$ cat src/rtl/mem_stage.sv
// Memory stage: sequences single-outstanding loads/stores on the data bus, aligns byte
// lanes, formats load data and registers the MEM/WB payload.
package lsu_pkg;
  typedef enum logic [2:0] {LB, LH, LW, LBU, LHU, SB, SH, SW} lsuop_t;
endpackage

package pipe_pkg;
  typedef struct packed {
    logic [31:0]      opr_res;
    logic [31:0]      opr_b;
    logic [4:0]       rd;
    logic [31:0]      pc4;
    logic             rf_en;
    logic             dm_en;
    logic [1:0]       wb_sel;
    lsu_pkg::lsuop_t  lsuop;
  } ex_stage_out_t;

  typedef struct packed {
    logic [31:0] opr_res;
    logic [31:0] rdata;
    logic [4:0]  rd;
    logic [31:0] pc4;
    logic        rf_en;
    logic [1:0]  wb_sel;
  } mem_stage_out_t;
endpackage

// state | meaning
// IDLE  | no bus transaction open; retires non-bus instrs and granted stores
// REQ   | request presented, waiting for dbus_gnt
// WAIT  | load granted, waiting for dbus_rvalid
module mem_stage
  import lsu_pkg::*;
  import pipe_pkg::*;
#(
  parameter int DATA_WIDTH = 32,
  parameter int ADDR_WIDTH = 32
) (
  input  logic                  clk,
  input  logic                  rst_n,
  input  ex_stage_out_t         mem_stage_in,
  input  logic                  in_valid,
  output logic                  stall_o,
  output logic                  dbus_req,
  output logic                  dbus_we,
  output logic [ADDR_WIDTH-1:0] dbus_addr,
  output logic [3:0]            dbus_be,
  output logic [DATA_WIDTH-1:0] dbus_wdata,
  input  logic                  dbus_gnt,
  input  logic                  dbus_rvalid,
  input  logic [DATA_WIDTH-1:0] dbus_rdata,
  output mem_stage_out_t        mem_stage_out,
  output logic                  out_valid,
  output logic                  misaligned
);
  localparam logic [1:0] S_IDLE = 2'd0;
  localparam logic [1:0] S_REQ  = 2'd1;
  localparam logic [1:0] S_WAIT = 2'd2;

  logic [1:0]     state_q, state_d;
  mem_stage_out_t out_q, out_d;
  logic           out_valid_q, out_valid_d;
  logic           misaligned_q, misaligned_d;

  logic [1:0]  off;
  logic        is_store, is_half, is_word, misal, access;
  logic        retire, load_done;
  logic [31:0] lane_word, ld_data;

  always_comb begin
    off      = mem_stage_in.opr_res[1:0];
    is_store = mem_stage_in.lsuop inside {SB, SH, SW};
    is_half  = mem_stage_in.lsuop inside {LH, LHU, SH};
    is_word  = mem_stage_in.lsuop inside {LW, SW};
    misal    = mem_stage_in.dm_en & ((is_half & off[0]) | (is_word & (off != 2'b00)));
    access   = in_valid & mem_stage_in.dm_en & ~misal;

    dbus_we    = is_store;
    dbus_addr  = ADDR_WIDTH'({mem_stage_in.opr_res[31:2], 2'b00});
    dbus_be    = is_word ? 4'b1111 : (is_half ? (4'b0011 << off) : (4'b0001 << off));
    dbus_wdata = DATA_WIDTH'(is_word ? mem_stage_in.opr_b :
                             (is_half ? {2{mem_stage_in.opr_b[15:0]}} : {4{mem_stage_in.opr_b[7:0]}}));

    // Shifting by the byte offset lands the addressed byte/half in the low lanes.
    lane_word = dbus_rdata[31:0] >> {off, 3'b000};
    case (mem_stage_in.lsuop)
      LB:      ld_data = {{24{lane_word[7]}}, lane_word[7:0]};
      LBU:     ld_data = {24'd0, lane_word[7:0]};
      LH:      ld_data = {{16{lane_word[15]}}, lane_word[15:0]};
      LHU:     ld_data = {16'd0, lane_word[15:0]};
      default: ld_data = dbus_rdata[31:0];
    endcase
  end

  always_comb begin
    state_d   = state_q;
    retire    = 1'b0;
    load_done = 1'b0;
    stall_o   = 1'b0;
    dbus_req  = 1'b0;
    case (state_q)
      S_IDLE: begin
        retire = in_valid & ~access;
        if (access) begin
          dbus_req = 1'b1;
          if (!dbus_gnt) begin
            state_d = S_REQ;
            stall_o = 1'b1;
          end else if (is_store) begin
            retire = 1'b1;
          end else begin
            state_d = S_WAIT;
            stall_o = 1'b1;
          end
        end
      end
      S_REQ: begin
        dbus_req = 1'b1;
        stall_o  = 1'b1;
        if (dbus_gnt) begin
          if (is_store) begin
            state_d = S_IDLE;
            stall_o = 1'b0;
            retire  = 1'b1;
          end else begin
            state_d = S_WAIT;
          end
        end
      end
      S_WAIT: begin
        stall_o = ~dbus_rvalid;
        if (dbus_rvalid) begin
          state_d   = S_IDLE;
          retire    = 1'b1;
          load_done = 1'b1;
        end
      end
      default: state_d = S_IDLE;
    endcase
    if (!rst_n) dbus_req = 1'b0;
  end

  always_comb begin
    out_d.opr_res = mem_stage_in.opr_res;
    out_d.rdata   = load_done ? ld_data : 32'd0;
    out_d.rd      = mem_stage_in.rd;
    out_d.pc4     = mem_stage_in.pc4;
    out_d.rf_en   = retire & mem_stage_in.rf_en & ~misal;
    out_d.wb_sel  = mem_stage_in.wb_sel;
    out_valid_d   = retire;
    misaligned_d  = retire & misal;
  end

  always_ff @(posedge clk) begin
    if (!rst_n) begin
      state_q      <= S_IDLE;
      out_q        <= '0;
      out_valid_q  <= 1'b0;
      misaligned_q <= 1'b0;
    end else begin
      state_q      <= state_d;
      out_q        <= out_d;
      out_valid_q  <= out_valid_d;
      misaligned_q <= misaligned_d;
    end
  end

  assign mem_stage_out = out_q;
  assign out_valid     = out_valid_q;
  assign misaligned    = misaligned_q;
endmodule
$ cat config.mk
export PLATFORM = sky130hd
export DESIGN_NAME = mem_stage
export DESIGN_NICKNAME = d
export VERILOG_FILES = /design/src/rtl/mem_stage.sv
export SDC_FILE = /design/constraint.sdc
export NUM_CORES = 1
export LEC_CHECK = 0
export CAP_MARGIN = 10
export CORE_AREA = 2 2 126 128
export DETAILED_ROUTE_END_ITERATION = 16
export DIE_AREA = 0 0 128 130
export DONT_BUFFER_PORTS = 1
export PLACE_DENSITY_LB_ADDON = 0.12
export SYNTH_ARGS = -nofsm -noshare
export SYNTH_HDL_FRONTEND = slang
export SYNTH_SLANG_ARGS = --single-unit
$ cat constraint.sdc
create_clock -name clk -period 1.4 [get_ports clk]
set_input_delay 0.21 -clock clk [delete_from_list [all_inputs] [get_ports clk]]
set_output_delay 0.21 -clock clk [all_outputs]
set_load 0.1 [all_outputs]
# Yosys cells after proc, flatten, opt, wreduce, memory -nomap -nowiden
# Cells that the tools add are included.
[word_totals]
reg_bits = 108
out_inout_bits = 177
elab_cells = 73
[op_classes]
n_eq_ne = 13
shift = 3
n_mux = 27
bitwise = 13
n_reduce_logical = 8
[ops]
columns = ["op", "count"]
rows = [
  ["$pmux 32 s4", 1],
  ["$mux 32", 2],
  ["$shr 32x5->16", 1],
  ["$eq 3x3->1 const B", 4],
  ["$mux 1", 12],
  ["$mux 2", 6],
  ["$and 1x1->1", 9],
  ["$mux 4", 2],
  ["$eq 3x2->1 const B", 2],
  ["$ne 2x2->1 const B", 3],
  ["$pmux 1 s3", 2],
  ["$pmux 2 s3", 1],
  ["$reduce_bool 3->1", 2],
  ["$reduce_and 4->1", 1],
  ["$reduce_bool 2->1", 2],
  ["$shl 1x2->4 const A", 1],
  ["$shl 2x2->4 const A", 1],
  ["$eq 3x1->1 const B", 1],
  ["$logic_not 3->1", 1],
  ["$ne 3x3->1 const B", 1],
  ["$not 1->1", 3],
  ["$eq 2x1->1 const B", 1],
  ["$eq 2x2->1 const B", 1],
  ["$logic_not 2->1", 1],
  ["3 further kinds", 3],
]

# Logic depth before layout (Yosys ltp)
# Gate-level depths: netlist of run 1.
[depth]
ltp_word = 15
ltp_mapped = 6
depth_no_buf = 4

# Worst setup path before layout of run 1
# No wires, ideal clock.
[synth_timing]
path_type = "input to output"
startpoint = "in mem_stage_in[0] (netlist name)"
endpoint = "out dbus_be[3]"
arrival_time_ns = 2.904
t_required_ns = 1.190
setup_slack_ns = -1.714
stages = 5
path_cell_list = "buf_4 buf_4 nor2b_1 a21oi_1 o21ai_0"
[synth_between]
elab_chain_cells = 4
elab_cells_between_ends = 9
cone_classes = "eq/ne (5); mux (2); reduce/logical (2)"
[synth_rtl]
columns = ["element", "line_no", "text"]
rows = [
  ["start: declaration", "42", "input ex_stage_out_t mem_stage_in,"],
  ["$eq 3x1->1 or $eq 3x3->1 (tied branches)", "74", "is_half = mem_stage_in.lsuop inside {LH, LHU, SH};"],
  ["$reduce_bool 3->1", "74", ""],
  ["$mux 4", "81", "dbus_be = is_word ? 4'b1111 : (is_half ? (4'b0011 << off) : (4'b0001 << off));"],
  ["$mux 4 *", "81", ""],
  ["end: declaration", "48", "output logic [3:0] dbus_be,"],
]
# Mark *: on every way between the ends. The rest lies on a longest branch, timed or not.

# Final worst setup path of run 1
[layout_timing]
startpoint = "reg state_q[0]"
endpoint = "out stall_o"
[layout_between]
elab_chain_cells = 2
elab_cells_between_ends = 4
cone_classes = "eq/ne (2); mux (1); reduce/logical (1)"
[layout_rtl]
columns = ["element", "line_no", "text"]
rows = [
  ["start: declaration", "61", "logic [1:0] state_q, state_d;"],
  ["start signal: assignment", "162", "state_q <= state_d;"],
  ["$eq 2x2->1 (tied with other cells)", "102", "case (state_q)"],
  ["$pmux 1 s3 *", "102", ""],
  ["end: declaration", "44", "output logic stall_o,"],
]
# Marks and branches as above.

==> results of run 1 <==
## flip-flops by register name (all words and copies together) (netlist names)
| register | cells |
|---|---|
| misaligned | 1 |
| out_valid | 1 |
| mem_stage_out | 104 |
| state_q | 2 |
## layout by cell type, fill, tap and decap left out, drive strengths merged, types with 2 or more instances in the layout
master,netlist,final
a21o,18,18
o221a,8,8
buf,52,146
xor2,2,2
inv,1,2
nand2,7,7
a21oi,22,22
or3,2,2
and2,80,80
a22oi,3,3
a221o,8,8
dfxtp,108,108
o31ai,2,2
dlygate4sd3,0,91
nor2b,4,4
mux2i,23,23
o211ai,2,2
nand3,2,2
clkinv,0,4
conb,1,2
nor2,33,33
mux2,17,17
o21ai,23,23
and3,2,2
clkbuf,14,10
nand2b,5,5
## routing by layer
layer	share of wire	GRT usage	wire [um]	vias to the layer above
li1	-	-	-	1856
met1	0.38	0.174	5510	1815
met2	0.52	0.310	7570	199
met3	0.096	0.0787	1410	12
met4	0.012	0.0491	176	0
met5	0	0	0	-
## worst max-delay path: stages (launching register included)
cell      delay, ns
dfxtp_2        0.33
buf_6          0.12
nor3b_4        0.17
o21bai_4       0.15
buf_12         0.18
## worst paths after layout
kind / from / endpoint / cells past startpoint
min: mem_stage_in[5] / misaligned / 1
max: state_q[0] / stall_o / 4
min reg2reg: state_q[0] / mem_stage_out[47] / 3
max reg2reg: state_q[1] / mem_stage_out[63] / 6
## report_power, final
group / internal, W / total (W) / switching (W)
Clock: 0.00147 / 0.00269 / 0.00122
Combinational: 0.000875 / 0.00289 / 0.00201
Sequential: 0.00319 / 0.00323 / 0.0000337
## layout make-up
| type | instances | share of cell area |
|---|---|---|
| clock buffer | 10 | 0.0331 |
| multi-input combinational | 278 | 0.319 |
| inverter | 1 | 0.000519 |
| sequential | 108 | 0.300 |
| timing repair buffer | 237 | 0.303 |
| tap | 192 | 0.0332 |
| clock inverter | 6 | 0.0116 |
## metrics by stage
step | hold WS, ns | util
2_1_floorplan | 0.282 | -
3_5_place_dp | 0.297 | 0.381
4_1_cts | 0.00134 | 0.466
5_1_grt | 0.00198 | 0.469
3_3_place_gp | 0.305 | 0.381
6_report | 0.0169 | 0.469
## timing repair
| item | CTS | global route |
|---|---|---|
| setup endpoints to repair | 26 | 28 |
| hold buffers | 90 | 2 |
| gates cloned | 0 | 0 |
| hold endpoints to repair | 89 | 1 |
| pin swaps | 2 | 1 |
| buffers inserted | 4 | 2 |
| resized for setup | 8 | 3 |
## logic make-up after synthesis
family,share of synthesized area
XOR/XNOR,0.00579
flip-flops,0.477
multiplexers,0.0979
AO/OA/AOI/OAI,0.144
buffers and inverters,0.0957
other,0.000827
AND/OR/NAND/NOR,0.179
==> flow_summary_export.csv, run 1 <==
group,metric,value,unit
grt,grt_max_degree,71,
pwr,power.density,1220,nW/um2
clock_network,cts_buffers,9,
floorplanning,start_util,0.294,
logic_synthesis,synth_seq_cells,108,
clock_network,cts_tree,"done",
placed_design,dp_hpwl,10200,um
pwr,ir_worst_vdd,728,uV
logic_synthesis,yosysSeqAreaShare,0.477,
logic_synthesis,ys_types,44,
final_layout,n_fill_cell,1418,
route,ant_nets,0,
final_layout,antenna_cells,0,
pwr,p_total,0.00880,W
final_layout,multi_input_area,2310,um2
clock_network,clock_latency,0.35,ns
logic_synthesis,synth_common_cells,"108 x dfxtp_1, 80 x and2_1, 42 x buf_4, 32 x nor2_1, 23 x mux2i_1",
route,num_vias,3882,
clock_network,htreeDepth,3,
grt,grt_pass1_vias,4002,
clock_network,clock_path_buffers,2,
route,wl_per_cell,17.6,um
clock_network,cts_root_buf,"clkbuf_16",
timing,fin_crit,1.53,ns
pwr,p_leak,3.35,nW
timing,setup-violations-final,18,
flow_run,drv_cap,0,
setup_path,cp_max_fo,4,
floorplanning,rows,46,
timing,rsz0062_at_grt,"yes",
outcome,violations,"negative setup slack",
clock_network,clk_pin_slew,0.07,ns
logic_synthesis,yosysWarnings,0,
placed_design,io_buffers,0,
final_layout,nNetsFinal,780,
timing,drv_slew,0,
setup_path,worst_setup_path_end_kind,"primary output",
logic_synthesis,async_flop_share,0,
placed_design,dp.cells,718,
floorplanning,num_io_pins,322,
route,vias_per_cell,4.67,
setup_path,cp_data_required_time,1.19,ns
setup_path,arrival,1.32,ns
logic_synthesis,netlist.area_leader.share,0.477,
final_layout,drive_above_1_share,0.358,
timing,finClkSkew,0.00433,ns
worst_hold_path,hold_path.class,"input port to flop",
logic_synthesis,synth.most_common_cell,"dfxtp_1",
setup_path,start_kind,"flop",
timing,tns,-1.53,ns
timing,fmax,0.653,GHz
timing,fin_ws,-0.131,ns
floorplanning,die_area,16600,um2
route,dr.pass1.iters,6,
logic_synthesis,synth_edf_count,0,
floorplanning,die_w,128,um
outcome,outcome,"finished, violations left",
setup_path,r2r_setup_slack,-0.10,ns
logic_synthesis,syn_inst,452,
timing,relSlewSlack,0.508,
grt,gr-total-overflow,0,
placed_design,place_area,5870,um2
placed_design,pre_cts_slack,-0.260,ns
final_layout,final_area,7230,um2
final_layout,layoutNonFillerInstCount,832,
logic_synthesis,synth_area_per_cell,10.0,um2
grt,grt_usage,0.169,
timing,fin_crit_sh,1.09,
logic_synthesis,syn_area,4540,um2
grt,grt_pass1_wl,21400,um
final_layout,regArea,2160,um2
timing,finalHoldViolations,0,
floorplanning,dieHeight,130,um
setup_path,criticalPathCategory,"flop to primary output",
logic_synthesis,yosysTopAreaCell,"dfxtp_1",
floorplanning,core_area,15400,um2
logic_synthesis,synth_area_leaders,"dfxtp_1 48%, and2_1 11%, buf_4 7.0%",
route,wl,14700,um
placed_design,place.gp.congestion,0.740,
clock_network,clock_sinks,108,
logic_synthesis,synth-main-ff-cell,"dfxtp_1",
route,drcViolationCount,0,
timing,worst_pin_slew,0.735,ns
grt,antenna_found_initial,0,
final_layout,area_growth,59.3,%
route,drt_iter0_markers,104,
(Power assumes the default switching activity.)
==> inputs of run 2 (changes only) <==
- clock period: 1.4 -> 1.7 ns (I/O delays scaled with it)
==> run 2 against run 1 <==
The flow now finishes without violations; power shrank 23%; die area did not move; worst hold slack better by 0.0020 ns; critical path type unchanged; core utilization down 7.4 points; global-route usage shrank 2.9 points; critical path depth unchanged; sequential cell count unchanged; final area is 16% lower; cell count shrank 12%.
==> flow_summary_export.csv, run 2 (synthesized netlist as in run 1, its figures left out) <==
group,metric,value,unit
floorplanning,start_util,0.294,
floorplanning,rows,46,
pwr,power.density,1110,nW/um2
setup_path,start_kind,"flop",
route,drt_iter0_markers,93,
final_layout,nNetsFinal,681,
clock_network,clock_sinks,108,
clock_network,cts_root_buf,"clkbuf_16",
clock_network,cts_buffers,9,
floorplanning,dieHeight,130,um
route,num_vias,3488,
clock_network,clk_pin_slew,0.07,ns
setup_path,cp_max_fo,7,
final_layout,layout_common_cells,"115 x buf_4, 107 x dfxtp_1, 80 x and2_1",
timing,rsz0062_at_grt,"no",
placed_design,io_buffers,0,
final_layout,layoutNonFillerInstCount,734,
outcome,outcome,"complete, no violations",
route,drcViolationCount,0,
placed_design,dp_hpwl,9590,um
timing,drv_slew,0,
clock_network,clock_path_buffers,2,
setup_path,cp_data_required_time,1.44,ns
floorplanning,die_area,16600,um2
timing,fin_ws,0.0874,ns
timing,worst_pin_slew,0.704,ns
worst_hold_path,hold_path.class,"input port to flop",
clock_network,clock_latency,0.35,ns
timing,fin_crit,1.61,ns
placed_design,place.gp.congestion,0.699,
floorplanning,core_area,15400,um2
route,ant_nets,0,
pwr,ir_worst_vdd,459,uV
route,wl,12600,um
grt,grt_max_degree,76,
timing,fin_crit_sh,0.949,
timing,setup-violations-final,0,
grt,grt_pass1_wl,18000,um
timing,finClkSkew,0.0101,ns
final_layout,area_growth,34.0,%
grt,grt_usage,0.141,
setup_path,criticalPathCategory,"flop to primary output",
final_layout,drive_above_1_share,0.373,
timing,whs,0.0189,ns
setup_path,worst_setup_path_end_kind,"primary output",
floorplanning,die_w,128,um
grt,grt_pass1_vias,3306,
timing,relSlewSlack,0.529,
final_layout,largest_reg_flops,104,
timing,fmax,0.620,GHz
grt,antenna_found_initial,2,
final_layout,mostFrequentLayoutCell,"buf_4",
pwr,p_leak,2.83,nW
flow_run,drv_cap,0,
clock_network,cts_tree,"done",
clock_network,htreeDepth,3,
grt,gr-total-overflow,0,
setup_path,arrival,1.36,ns
route,dr.pass1.iters,4,
route,vias_per_cell,4.75,
floorplanning,num_io_pins,322,
placed_design,pre_cts_slack,-0.0360,ns
timing,finalHoldViolations,0,
placed_design,dp.cells,707,
route,wl_per_cell,17.2,um
[run 2: cell types whose count changed in the layout (fill, tap and decap cells not counted), sizes merged]
| cell | delta |
|---|---|
| diode | +1 |
| buf | -18 |
| bufinv | -1 |
| inv | +1 |
| dlygate4sd3 | -81 |
[run 2: timing repair]
action                                 in CTS  in global routing
endpoints found under the hold margin      10                  0
setup endpoints to repair                   9                  0
setup buffers                               0                  0
hold buffers                               10                  0
gates resized for setup                     3                  0
[run 2: per-stage QoR]
step	area (um2)	TNS, ns	util	total power (W)
6_report	6080	0	0.394	0.00676
5_1_grt	6080	0	0.394	0.00702
4_1_cts	6080	0	0.394	0.00686
3_5_place_dp	5680	-0.238	0.368	0.00481
3_3_place_gp	5680	-0.492	0.368	0.00481
2_1_floorplan	4770	-1.08	-	0.00491
[run 2: critical path: stages (launching register included)]
cell and delay (ns):
dfxtp_1 0.31, buf_4 0.16, nor3b_2 0.19, o21bai_4 0.16, buf_12 0.19
[run 2: final timing paths]
check	depth (start not counted)	slack [ns]	to	from
hold / removal	1	0.02	mem_stage_out[63]	dbus_rdata[23]
setup reg to reg	5	0.28	mem_stage_out[69]	state_q[1]
hold reg to reg	2	0.56	state_q[1]	state_q[1]
setup / recovery	4	0.09	stall_o	state_q[0]
[run 2: power breakdown]
group	switching, W	internal, W
clock network	0.000974	0.00103
registers	0.0000285	0.00263
logic	0.00158	0.000529
[run 2: routing by layer]
metal | track usage | share of wire | up-vias | routed length, um
met1 | 0.150 | 0.38 | 1611 | 4760
met5 | 0 | 0.0010 | - | 13
met4 | 0.0330 | 0.0075 | 2 | 94
met3 | 0.0709 | 0.11 | 12 | 1420
li1 | - | - | 1657 | -
met2 | 0.250 | 0.50 | 206 | 6310
[run 2: area by class of cell]
cell class / count / area (um2)
clock buffer: 10 / 229
tap: 192 / 240
antenna: 1 / 2.50
fill: 1552 / 9350
multi-input combinational: 278 / 2160
timing repair buffer: 138 / 1220
inverter: 1 / 3.75
clock inverter: 6 / 58.8
sequential: 108 / 2160
